===== src/rtl/saber_pkg.sv =====
// Shared definitions for the result readout block: default widths, the
// readout FSM state encoding and the read-issue flow-control rule.
package saber_pkg;

    localparam int DEF_DATA_W = 64;
    localparam int DEF_ADDR_W = 9;
    localparam int DEF_LEN_W  = 10;

    typedef enum logic [1:0] {
        IDLE  = 2'd0,
        READ  = 2'd1,
        DRAIN = 2'd2,
        DONE  = 2'd3
    } state_t;

    // A new read may be issued only if every word already committed (held in
    // the FIFO, on the RAM output, or requested last cycle) plus the new one
    // still fits in the 2-entry FIFO when the consumer stops taking data.
    function automatic logic can_issue(
        input logic [1:0] occupancy,
        input logic       rd_p0,
        input logic       vld_p1,
        input logic       pop
    );
        logic [2:0] load;
        load = 3'(occupancy) + 3'(rd_p0) + 3'(vld_p1) - 3'(pop);
        return (load <= 3'd1);
    endfunction

endpackage


===== src/rtl/result_readout_if.sv =====
// Valid/ready output stream of the result readout block.
interface result_readout_if
    import saber_pkg::*;
#(
    parameter int DATA_W = DEF_DATA_W
);

    logic [DATA_W-1:0] dout;
    logic              dout_valid;
    logic              dout_ready;

    modport master (
        output dout,
        output dout_valid,
        input  dout_ready
    );

    modport slave (
        input  dout,
        input  dout_valid,
        output dout_ready
    );

endinterface


===== src/rtl/readout_fifo2.sv =====
// Two-entry FIFO; slot0 is the head register that drives the stream
// directly, so the output is stable while it is not popped.
module readout_fifo2
    import saber_pkg::*;
#(
    parameter int DATA_W = DEF_DATA_W
) (
    input  logic              clk,
    input  logic              rst,
    input  logic              push,
    input  logic [DATA_W-1:0] push_data,
    input  logic              pop,
    output logic [DATA_W-1:0] head,
    output logic [1:0]        count
);

    logic [DATA_W-1:0] slot0;
    logic [DATA_W-1:0] slot1;
    logic [1:0]        cnt;

    // Storage and occupancy update; a pop on empty or a push on full without
    // a pop is ignored so the entries can never be corrupted.
    always_ff @(posedge clk) begin
        if (rst) begin
            slot0 <= '0;
            slot1 <= '0;
            cnt   <= 2'd0;
        end else begin
            case ({push, pop})
                2'b10: begin
                    if (cnt == 2'd0) begin
                        slot0 <= push_data;
                        cnt   <= 2'd1;
                    end else if (cnt == 2'd1) begin
                        slot1 <= push_data;
                        cnt   <= 2'd2;
                    end
                end
                2'b01: begin
                    if (cnt != 2'd0) begin
                        slot0 <= slot1;
                        cnt   <= cnt - 2'd1;
                    end
                end
                2'b11: begin
                    if (cnt == 2'd2) begin
                        slot0 <= slot1;
                        slot1 <= push_data;
                    end else begin
                        slot0 <= push_data;
                        cnt   <= 2'd1;
                    end
                end
                default: begin
                end
            endcase
        end
    end

    assign head  = slot0;
    assign count = cnt;

endmodule


===== src/rtl/result_readout.sv =====
// Reads num_words consecutive RAM words starting at base_addr and streams
// them out in address order through a 2-entry FIFO with valid/ready flow
// control. The RAM has a fixed one-cycle read latency.
module result_readout
    import saber_pkg::*;
#(
    parameter int DATA_W = DEF_DATA_W,
    parameter int ADDR_W = DEF_ADDR_W,
    parameter int LEN_W  = DEF_LEN_W
) (
    input  logic              clk,
    input  logic              rst,
    input  logic              start,
    input  logic [ADDR_W-1:0] base_addr,
    input  logic [LEN_W-1:0]  num_words,
    output logic [ADDR_W-1:0] mem_addr,
    output logic              mem_rd_en,
    input  logic [DATA_W-1:0] mem_dout,
    output logic              done,
    result_readout_if.master  strm
);

    state_t            state;
    state_t            state_nxt;
    logic [ADDR_W-1:0] addr_cnt;
    logic [ADDR_W-1:0] addr_cnt_nxt;
    logic [ADDR_W-1:0] issue_addr;
    logic [LEN_W-1:0]  remaining;
    logic [LEN_W-1:0]  remaining_nxt;
    logic              issue;
    logic              vld_p1;
    logic [1:0]        fifo_count;
    logic [DATA_W-1:0] fifo_head;
    logic              fifo_valid;
    logic              pop;

    assign fifo_valid = (fifo_count != 2'd0);
    assign pop        = fifo_valid & strm.dout_ready;

    // Next-state, read-issue and address/length bookkeeping.
    always_comb begin
        state_nxt     = state;
        issue         = 1'b0;
        issue_addr    = addr_cnt;
        addr_cnt_nxt  = addr_cnt;
        remaining_nxt = remaining;
        case (state)
            IDLE: begin
                if (start) begin
                    if (num_words == '0) begin
                        state_nxt = DONE;
                    end else begin
                        // First read goes out on the same edge the command is taken.
                        issue         = 1'b1;
                        issue_addr    = base_addr;
                        addr_cnt_nxt  = base_addr + 1'b1;
                        remaining_nxt = num_words - 1'b1;
                        state_nxt     = (num_words == LEN_W'(1)) ? DRAIN : READ;
                    end
                end
            end
            READ: begin
                if (can_issue(fifo_count, mem_rd_en, vld_p1, pop)) begin
                    issue         = 1'b1;
                    issue_addr    = addr_cnt;
                    addr_cnt_nxt  = addr_cnt + 1'b1;
                    remaining_nxt = remaining - 1'b1;
                    if (remaining == LEN_W'(1)) begin
                        state_nxt = DRAIN;
                    end
                end
            end
            DRAIN: begin
                if (!mem_rd_en && !vld_p1 && (fifo_count == 2'd0)) begin
                    state_nxt = DONE;
                end
            end
            DONE: begin
                if (!start) begin
                    state_nxt = IDLE;
                end
            end
            default: begin
                state_nxt = IDLE;
            end
        endcase
    end

    // Stage p0: FSM state, address counter and the registered RAM request.
    // Stage p1: read data valid on mem_dout, pushed into the FIFO.
    always_ff @(posedge clk) begin
        if (rst) begin
            state     <= IDLE;
            addr_cnt  <= '0;
            remaining <= '0;
            mem_addr  <= '0;
            mem_rd_en <= 1'b0;
            vld_p1    <= 1'b0;
        end else begin
            state     <= state_nxt;
            addr_cnt  <= addr_cnt_nxt;
            remaining <= remaining_nxt;
            mem_rd_en <= issue;
            vld_p1    <= mem_rd_en;
            if (issue) begin
                mem_addr <= issue_addr;
            end
        end
    end

    readout_fifo2 #(
        .DATA_W (DATA_W)
    ) u_fifo (
        .clk       (clk),
        .rst       (rst),
        .push      (vld_p1),
        .push_data (mem_dout),
        .pop       (pop),
        .head      (fifo_head),
        .count     (fifo_count)
    );

    assign strm.dout       = fifo_head;
    assign strm.dout_valid = fifo_valid;
    assign done            = (state == DONE);

endmodule


===== src/flat_wrapper.sv =====
// flat-port wrapper written by rule: the top's interface ports become plain ports
module result_readout_flat import saber_pkg::*;
#(
    parameter int DATA_W = DEF_DATA_W,
    parameter int ADDR_W = DEF_ADDR_W,
    parameter int LEN_W  = DEF_LEN_W
)
  (clk, rst, start, base_addr, num_words, mem_addr, mem_rd_en, mem_dout, done, strm_dout, strm_dout_valid, strm_dout_ready);
  result_readout_if #(.DATA_W(DATA_W)) strm_i ();
  input  logic clk;
  input  logic rst;
  input  logic start;
  input  logic [ADDR_W-1:0] base_addr;
  input  logic [LEN_W-1:0] num_words;
  output logic [ADDR_W-1:0] mem_addr;
  output logic mem_rd_en;
  input  logic [DATA_W-1:0] mem_dout;
  output logic done;
  output wire logic [$bits(strm_i.dout)-1:0] strm_dout;
  output wire logic [$bits(strm_i.dout_valid)-1:0] strm_dout_valid;
  input wire logic [$bits(strm_i.dout_ready)-1:0] strm_dout_ready;
  assign strm_dout = strm_i.dout;
  assign strm_dout_valid = strm_i.dout_valid;
  assign strm_i.dout_ready = strm_dout_ready;
  result_readout #(.DATA_W(DATA_W), .ADDR_W(ADDR_W), .LEN_W(LEN_W)) u_core (.clk(clk), .rst(rst), .start(start), .base_addr(base_addr), .num_words(num_words), .mem_addr(mem_addr), .mem_rd_en(mem_rd_en), .mem_dout(mem_dout), .done(done), .strm(strm_i));
endmodule

===== config.mk =====
export PLATFORM = sky130hd
export DESIGN_NAME = result_readout_flat
export DESIGN_NICKNAME = d
export VERILOG_FILES = /design/src/rtl/saber_pkg.sv /design/src/rtl/result_readout_if.sv /design/src/rtl/readout_fifo2.sv /design/src/rtl/result_readout.sv /design/src/flat_wrapper.sv
export SDC_FILE = /design/constraint.sdc
export NUM_CORES = 1
export LEC_CHECK = 0
export CAP_MARGIN = 5
export CORE_ASPECT_RATIO = 0.9
export CORE_MARGIN = 3
export CORE_UTILIZATION = 35
export DETAILED_ROUTE_END_ITERATION = 6
export GPL_ROUTABILITY_DRIVEN = 0
export SYNTH_ARGS = -nofsm -noshare
export SYNTH_HDL_FRONTEND = slang
export SYNTH_SLANG_ARGS = --single-unit

===== constraint.sdc =====
create_clock -name clk -period 3.83 [get_ports clk]
set_clock_uncertainty 0.2 [all_clocks]
set_input_delay 0.766 -clock clk [delete_from_list [all_inputs] [get_ports clk]]
set_output_delay 0.766 -clock clk [all_outputs]
set_load 0.02 [all_outputs]

==> summary.txt, run 1 <==
Worst setup path
  • Setup CP Type: in2reg
  • Critical path capture point type: flip-flop
  • Slowest-stage cell, CP: clkdlybuf4s50_1
  • Most used cell, CP: fa_1
  • Largest stage delay, worst path: 450 ps
  • Ordered list of cells on the worst path: clkdlybuf4s50_1 > nor2b_1 > ha_1 > fa_1 > fa_1 > xnor2_1 > nand2_2 > o41ai_2 > buf_4 > a21oi_1 > a311oi_1
  • Worst Path Required: 3960 ps
  • Crit Path Max Fanout: 4
  • Worst setup SP type: primary input
  • Critical path arrival: between 3000 and 4000 ps

Detailed routing
  • Via density: 5.23
  • DRT antenna net count: 0
  • DR WL/cell: 15.6 um
  • Drt pass-1 iters: 5
  • Routed via count: 6721
  • # DRC: 0
  • Post-Route WL: 20.0 mm
  • Initial drt markers: about 470

Logic synthesis
  • Synth top area cells: dfxtp_1, a211oi_1, nand2_1
  • Post-synth top flop: dfxtp_1
  • Top-area cell type share of the netlist area: 44.3%
  • Syn nets: about 980
  • EDFF count, synth: 0
  • Netlist Area Pre-Place: 7320 um^2
  • Sequential share of the synthesized area: 44.3%
  • Ys async rst share: 0%
  • Synth Area per Inst: 8.33 um^2
  • Unique masters post-synth: 60
  • #FFs+latches synth: approximately 160
  • Yosys warning count: 0
  • Synth area leader: dfxtp_1
  • Syn Inst Count: 879

STA
  • Fin. max-slew vios: 0
  • Final TNS setup: 0 ps
  • RSZ-0062 raised after global routing: no
  • Fmax: 283 MHz
  • Setup-failing EPs final: 0
  • Final period util: 92.2%
  • Slew Limit Headroom: 42.7%
  • Tmin final: ~3500 ps
  • Hold slack final: 253 ps
  • Worst-margin pin slew: 855 ps
  • Final hold vios: 0

Min path
  • HP Class: reg2reg

Power
  • Pwr dens: 863 nW/um^2
  • Worst VDD drop: 476 uV
  • Leakage: roughly 3.5 nW

Floorplan
  • Starting density of the core: 36.2%
  • Row count: 49
  • Overall die width: 158 um
  • Number of I/O pins: 163
  • Die Span Y: 143 um
  • Die Area: 22700 um^2
  • Core area: ~20000 um^2

Cells and area
  • Most frequent cells in the layout: dfxtp_1, clkdlybuf4s50_1, nand2_1, nor2_1, a21oi_1
  • Ratio of cells with drive above 1 in the final layout: 7.67%
  • FILL cells: approximately 2k
  • Fin area: around 9900 um^2
  • Syn-to-layout area delta: 35.7%
  • Fin util: 49.1%
  • Most common cell after layout, fill and taps aside: dfxtp_1
  • Post-Layout Cell Count: ~1.3k
  • Number of nets in the layout: 1123
  • ANT cells: 0

Run
  • Max-Cap Viols: 0

Clock tree
  • CTS buffer count: 17
  • Clock Path Buffers: 2
  • Root Buffer: clkbuf_16
  • Clock transition at the registers of the reported paths: 60 ps
  • Sinks on Clock Net: 162
  • Hold buffer count at CTS: 0
  • Clk_lat worst skew: 420 ps
  • H-Tree Depth: 4
  • TritonCTS clock tree: yes

Placed design
  • Number of buffers added on ports: 162
  • Dpl hpwl: 13.2 mm
  • Post-Place Cells: 1254
  • Placed cell area: between 9000 and 10000 um^2

GRT
  • Gr ovfl total: 0
  • Initial antenna violation count: 0
  • Vias in the first global route: between 6k and 7k
  • Largest net degree at the start of global routing: just under 70
  • Gr usage total: 17.7%
  • Global-route wire length before repair: 32.6 mm

Run status
  • Outcome: complete, no violations
-- per-layer routing --
metal,routed length [um],GRT usage (%)
met1,9700,25.5
met2,8990,26.7
met3,1170,4.12
met4,179,4.48
met5,0,0
-- worst max-delay path: cells and delay by family --
family / cells / cell delay, ps
compound gates: 3 / 680
buf+inv: 2 / 640
fa+ha+maj: 3 / 1050
simple gates: 2 / 300
xor+xnor: 1 / 230
-- layout make-up --
| type | count | area, um^2 | area share (%) |
|---|---|---|---|
| clock buffer | 18 | 439 | 4.42 |
| clock inverter | 13 | 198 | 1.99 |
| inverter | 19 | 71.3 | 0.718 |
| multi-input combinational | 627 | 3750 | 37.7 |
| sequential | 162 | 3240 | 32.7 |
| tap | 255 | 319 | 3.21 |
| timing repair buffer | 191 | 1910 | 19.3 |
-- registers in the layout (all words and copies together) (netlist names) --
name	flops
u_core.addr_cnt	9
u_core.mem_addr	9
u_core.mem_rd_en	1
u_core.remaining	10
u_core.state	2
u_core.u_fifo.count	2
u_core.u_fifo.head	64
u_core.u_fifo.slot1	64
u_core.vld_p1	1
-- cell usage after synthesis (2+ instances only) --
master,n
nand3_1,8
xnor2_1,7
a221oi_1,2
a211o_1,2
a211oi_1,79
mux2i_1,13
clkbuf_1,60
o211ai_1,7
o21ai_0,13
nand2b_1,5
a21o_1,3
o31ai_1,3
o21ai_1,5
nor2b_1,4
buf_1,4
nand4_1,3
nand3b_1,3
dfxtp_1,162
o211a_1,2
a21oi_1,88
mux2_2,4
a22oi_1,65
fa_1,2
nand4b_1,4
nor2_1,89
nand2_1,156
xor2_1,4
ha_1,16
a31o_2,2
a31oi_1,2
nor3_1,8
o32ai_1,2
o22ai_1,2
buf_2,5
a311oi_1,2
inv_1,19
-- power by group --
part           internal, mW  switching (mW)
combinational          1.78            2.33
sequential             2.26           0.361
clock                  1.12           0.729
-- per-stage QoR --
stage / power, mW / setup WS (ps)
2_1_floorplan: 5.11 / 366
3_3_place_gp: 6.75 / -62.0
3_5_place_dp: 6.78 / -126
4_1_cts: 8.66 / 292
5_1_grt: 9.22 / 36.9
6_report: 8.57 / 298
-- worst paths after layout --
| path | slack, ps | cells past startpoint | startpoint | endpoint |
|---|---|---|---|---|
| min reg2reg | 250 | 2 | u_core.u_fifo.slot1[51] | u_core.u_fifo.slot1[51] |
| max reg2reg | 360 | 12 | u_core.u_fifo.count[0] | u_core.state[1] |
| min | 250 | 2 | u_core.u_fifo.slot1[51] | u_core.u_fifo.slot1[51] |
| max | 300 | 11 | strm_dout_ready | u_core.state[1] |
-- repair_timing --
| action | 4_1_cts | 5_1_grt |
|---|---|---|
| endpoints found under the setup margin | 0 | 1 |
| resized for setup | 0 | 1 |
| buffers inserted | 0 | 0 |
-- kinds of logic after synthesis --
logic type / synth area share (%)
AO/OA/AOI/OAI: 27.4
multiplexers: 2.39
AND/OR/NAND/NOR: 16.4
XOR/XNOR: 1.32
adder cells (fa/ha/maj): 3.28
flip-flops: 44.3
buffers and inverters: 4.86
No activity file was read; power rests on OpenSTA's default activity.
==> run 2: changes to the inputs <==
- CTS_BUF_LIST: not set -> sky130_fd_sc_hd__clkbuf_2 sky130_fd_sc_hd__clkbuf_4 sky130_fd_sc_hd__clkbuf_8
==> summary.txt, run 2 (synthesis gave the netlist of run 1 again) <==
Worst setup path
  • Critical path capture point type: flip-flop (unchanged)
  • Reg2reg path depth: 12 (unchanged)
  • Slowest-stage cell, CP: clkdlybuf4s50_1 (unchanged)
  • Ordered list of cells on the worst path: clkdlybuf4s50_1 > nor2b_1 > ha_1 > fa_1 > fa_1 > xnor2_1 > nand2_2 > o41ai_2 > buf_4 > a21oi_1 > a311oi_1 (unchanged)
  • Largest stage delay, worst path: 450 ps (about the same)
  • Reg2reg end: u_core.state[1] (unchanged)
  • Reg-to-reg slack, setup: 370 ps (was 360 ps)
  • Critical path arrival: 3640 ps (was 3660 ps)
  • Worst reg2reg path startpoint: u_core.u_fifo.count[0] (unchanged)
  • Setup CP Type: in2reg (unchanged)
  • Worst Path Required: 3990 ps (was 3960 ps)
  • Most used cell, CP: fa_1 (unchanged)
  • Worst setup SP type: primary input (unchanged)
  • Crit Path Max Fanout: 4 (unchanged)

Power
  • Leakage: 3.42 nW (was 3.51 nW)
  • Worst VDD drop: 380 uV (was 476 uV)
  • Power Total: 8.15 mW (was 8.57 mW)
  • Pwr dens: 837 nW/um^2 (was 863 nW/um^2)

Detailed routing
  • DRT antenna net count: 0 (unchanged)
  • Via density: 5.24 (was 5.23)
  • Drt pass-1 iters: 5 (unchanged)
  • Post-Route WL: 20.1 mm (was 20.0 mm)
  • Initial drt markers: 498 (was 468)
  • Routed via count: 6735 (was 6721)
  • # DRC: 0 (unchanged)
  • DR WL/cell: 15.6 um (about the same)

Cells and area
  • Most frequent cells in the layout: dfxtp_1, clkdlybuf4s50_1, nand2_1, nor2_1, a21oi_1 (unchanged)
  • ANT cells: 0 (unchanged)
  • Syn-to-layout area delta: 33.1% (was 35.7%)
  • Fin area: 9740 um^2 (was 9930 um^2)
  • FILL cells: 2005 (was 1990)
  • Number of nets in the layout: 1123 (unchanged)
  • Fin util: 48.1% (was 49.1%)
  • Most common cell after layout, fill and taps aside: dfxtp_1 (unchanged)
  • Ratio of cells with drive above 1 in the final layout: 7.67% (unchanged)

Min path
  • Hold Path End: u_core.u_fifo.slot1[51] (unchanged)
  • Min-delay src: u_core.u_fifo.slot1[51] (unchanged)
  • Hold path depth: 2 (unchanged)
  • HP Class: reg2reg (unchanged)

STA
  • Final hold vios: 0 (unchanged)
  • Final setup margin: 345 ps (was 298 ps)
  • Final period util: 91.0% (was 92.2%)
  • Setup-failing EPs final: 0 (unchanged)
  • RSZ-0062 raised after global routing: no (unchanged)
  • Worst-margin pin slew: 842 ps (was 855 ps)
  • Slew Limit Headroom: 43.6% (was 42.7%)
  • Tmin final: 3480 ps (was 3530 ps)
  • Fin. max-slew vios: 0 (unchanged)
  • Fmax: 287 MHz (was 283 MHz)
  • Final TNS setup: 0 ps (unchanged)

Floorplan
  • Overall die width: 158 um (unchanged)
  • Die Area: 22700 um^2 (unchanged)
  • Row count: 49 (unchanged)
  • Core area: 20200 um^2 (unchanged)
  • Number of I/O pins: 163 (unchanged)
  • Starting density of the core: 36.2% (unchanged)
  • Die Span Y: 143 um (unchanged)

Clock tree
  • Root Buffer: clkbuf_8 (was clkbuf_16)
  • Hold buffer count at CTS: 0 (unchanged)
  • Clock transition at the registers of the reported paths: 90 ps (was 60 ps)
  • Sinks on Clock Net: 162 (unchanged)
  • # Post-CTS Setup Buffers: 0 (unchanged)
  • TritonCTS clock tree: yes (unchanged)
  • Clk_lat worst skew: 450 ps (was 420 ps)
  • PostCTS Resize Cnt: 0 (unchanged)
  • CTS buffer count: 17 (unchanged)
  • Clock Path Buffers: 2 (unchanged)
  • H-Tree Depth: 4 (unchanged)

Placed design
  • Placed cell area: 9290 um^2 (unchanged)
  • Dpl hpwl: 13.2 mm (unchanged)
  • DP Worst Slack: -126 ps (unchanged)
  • Number of buffers added on ports: 162 (unchanged)

GRT
  • Gr ovfl total: 0 (unchanged)
  • Largest net degree at the start of global routing: 68 (unchanged)
  • Vias in the first global route: 6257 (was 6276)
  • Gr usage total: 17.8% (was 17.7%)
  • Initial antenna violation count: 0 (unchanged)
  • Global-route wire length before repair: 32.6 mm (about the same)

Run
  • Max-Cap Viols: 0 (unchanged)

Run status
  • Outcome: complete, no violations (unchanged)
## run 2: critical path, delay by kind of cell
kind / cells / cell delay (ps)
xor gates and xnor gates: 1 / 220
AOI/OAI and AO/OA: 3 / 670
adders and majority gates: 3 / 1050
and+or+nand+nor: 2 / 300
buffers and inverters: 2 / 640
## run 2: how the worst max path moves through the flow
stage                                 startpoint              end  depth (start not counted)
after global placement           strm_dout_ready  u_core.state[1]                         11
after global routing      u_core.u_fifo.count[0]  u_core.state[1]                         12
final                            strm_dout_ready  u_core.state[1]                         11
after detailed placement         strm_dout_ready  u_core.state[1]                         11
after CTS                 u_core.u_fifo.count[0]  u_core.state[1]                         12
after floorplan                  strm_dout_ready  u_core.state[1]                          9
## run 2: through the flow
step / hold WS [ps] / instances
after floorplan: 236 / 879
after global placement: 241 / 1254
after detailed placement: 246 / 1254
after CTS: 258 / 1285
after global routing: 271 / 1285
final: 256 / 1285
## run 2: final cells by class
cell class / instances / area (um^2) / area share, %
Clock buffer: 18 / 248 / 2.54
Timing Repair Buffer: 191 / 1910 / 19.6
Sequential cell: 162 / 3240 / 33.3
Clock inverter: 13 / 198 / 2.03
Multi-Input combinational cell: 627 / 3750 / 38.5
Tap cell: 255 / 319 / 3.28
Inverter: 19 / 71.3 / 0.732
## run 2: routing by layer
metal / vias up / routed length, um / global-route usage [%]
li1: 3437 / - / -
met1: 3122 / 9840 / 25.6
met2: 163 / 8980 / 26.7
met3: 13 / 1080 / 4.21
met4: 0 / 211 / 4.89
met5: - / 0 / 0
## run 2: where the power goes
part	leakage (nW)	switching (mW)	total [mW]	internal (mW)
clock	0.220	0.686	1.43	0.740
combinational	1.88	2.33	4.11	1.78
sequential	1.32	0.363	2.62	2.25
total	3.42	3.38	8.15	4.77
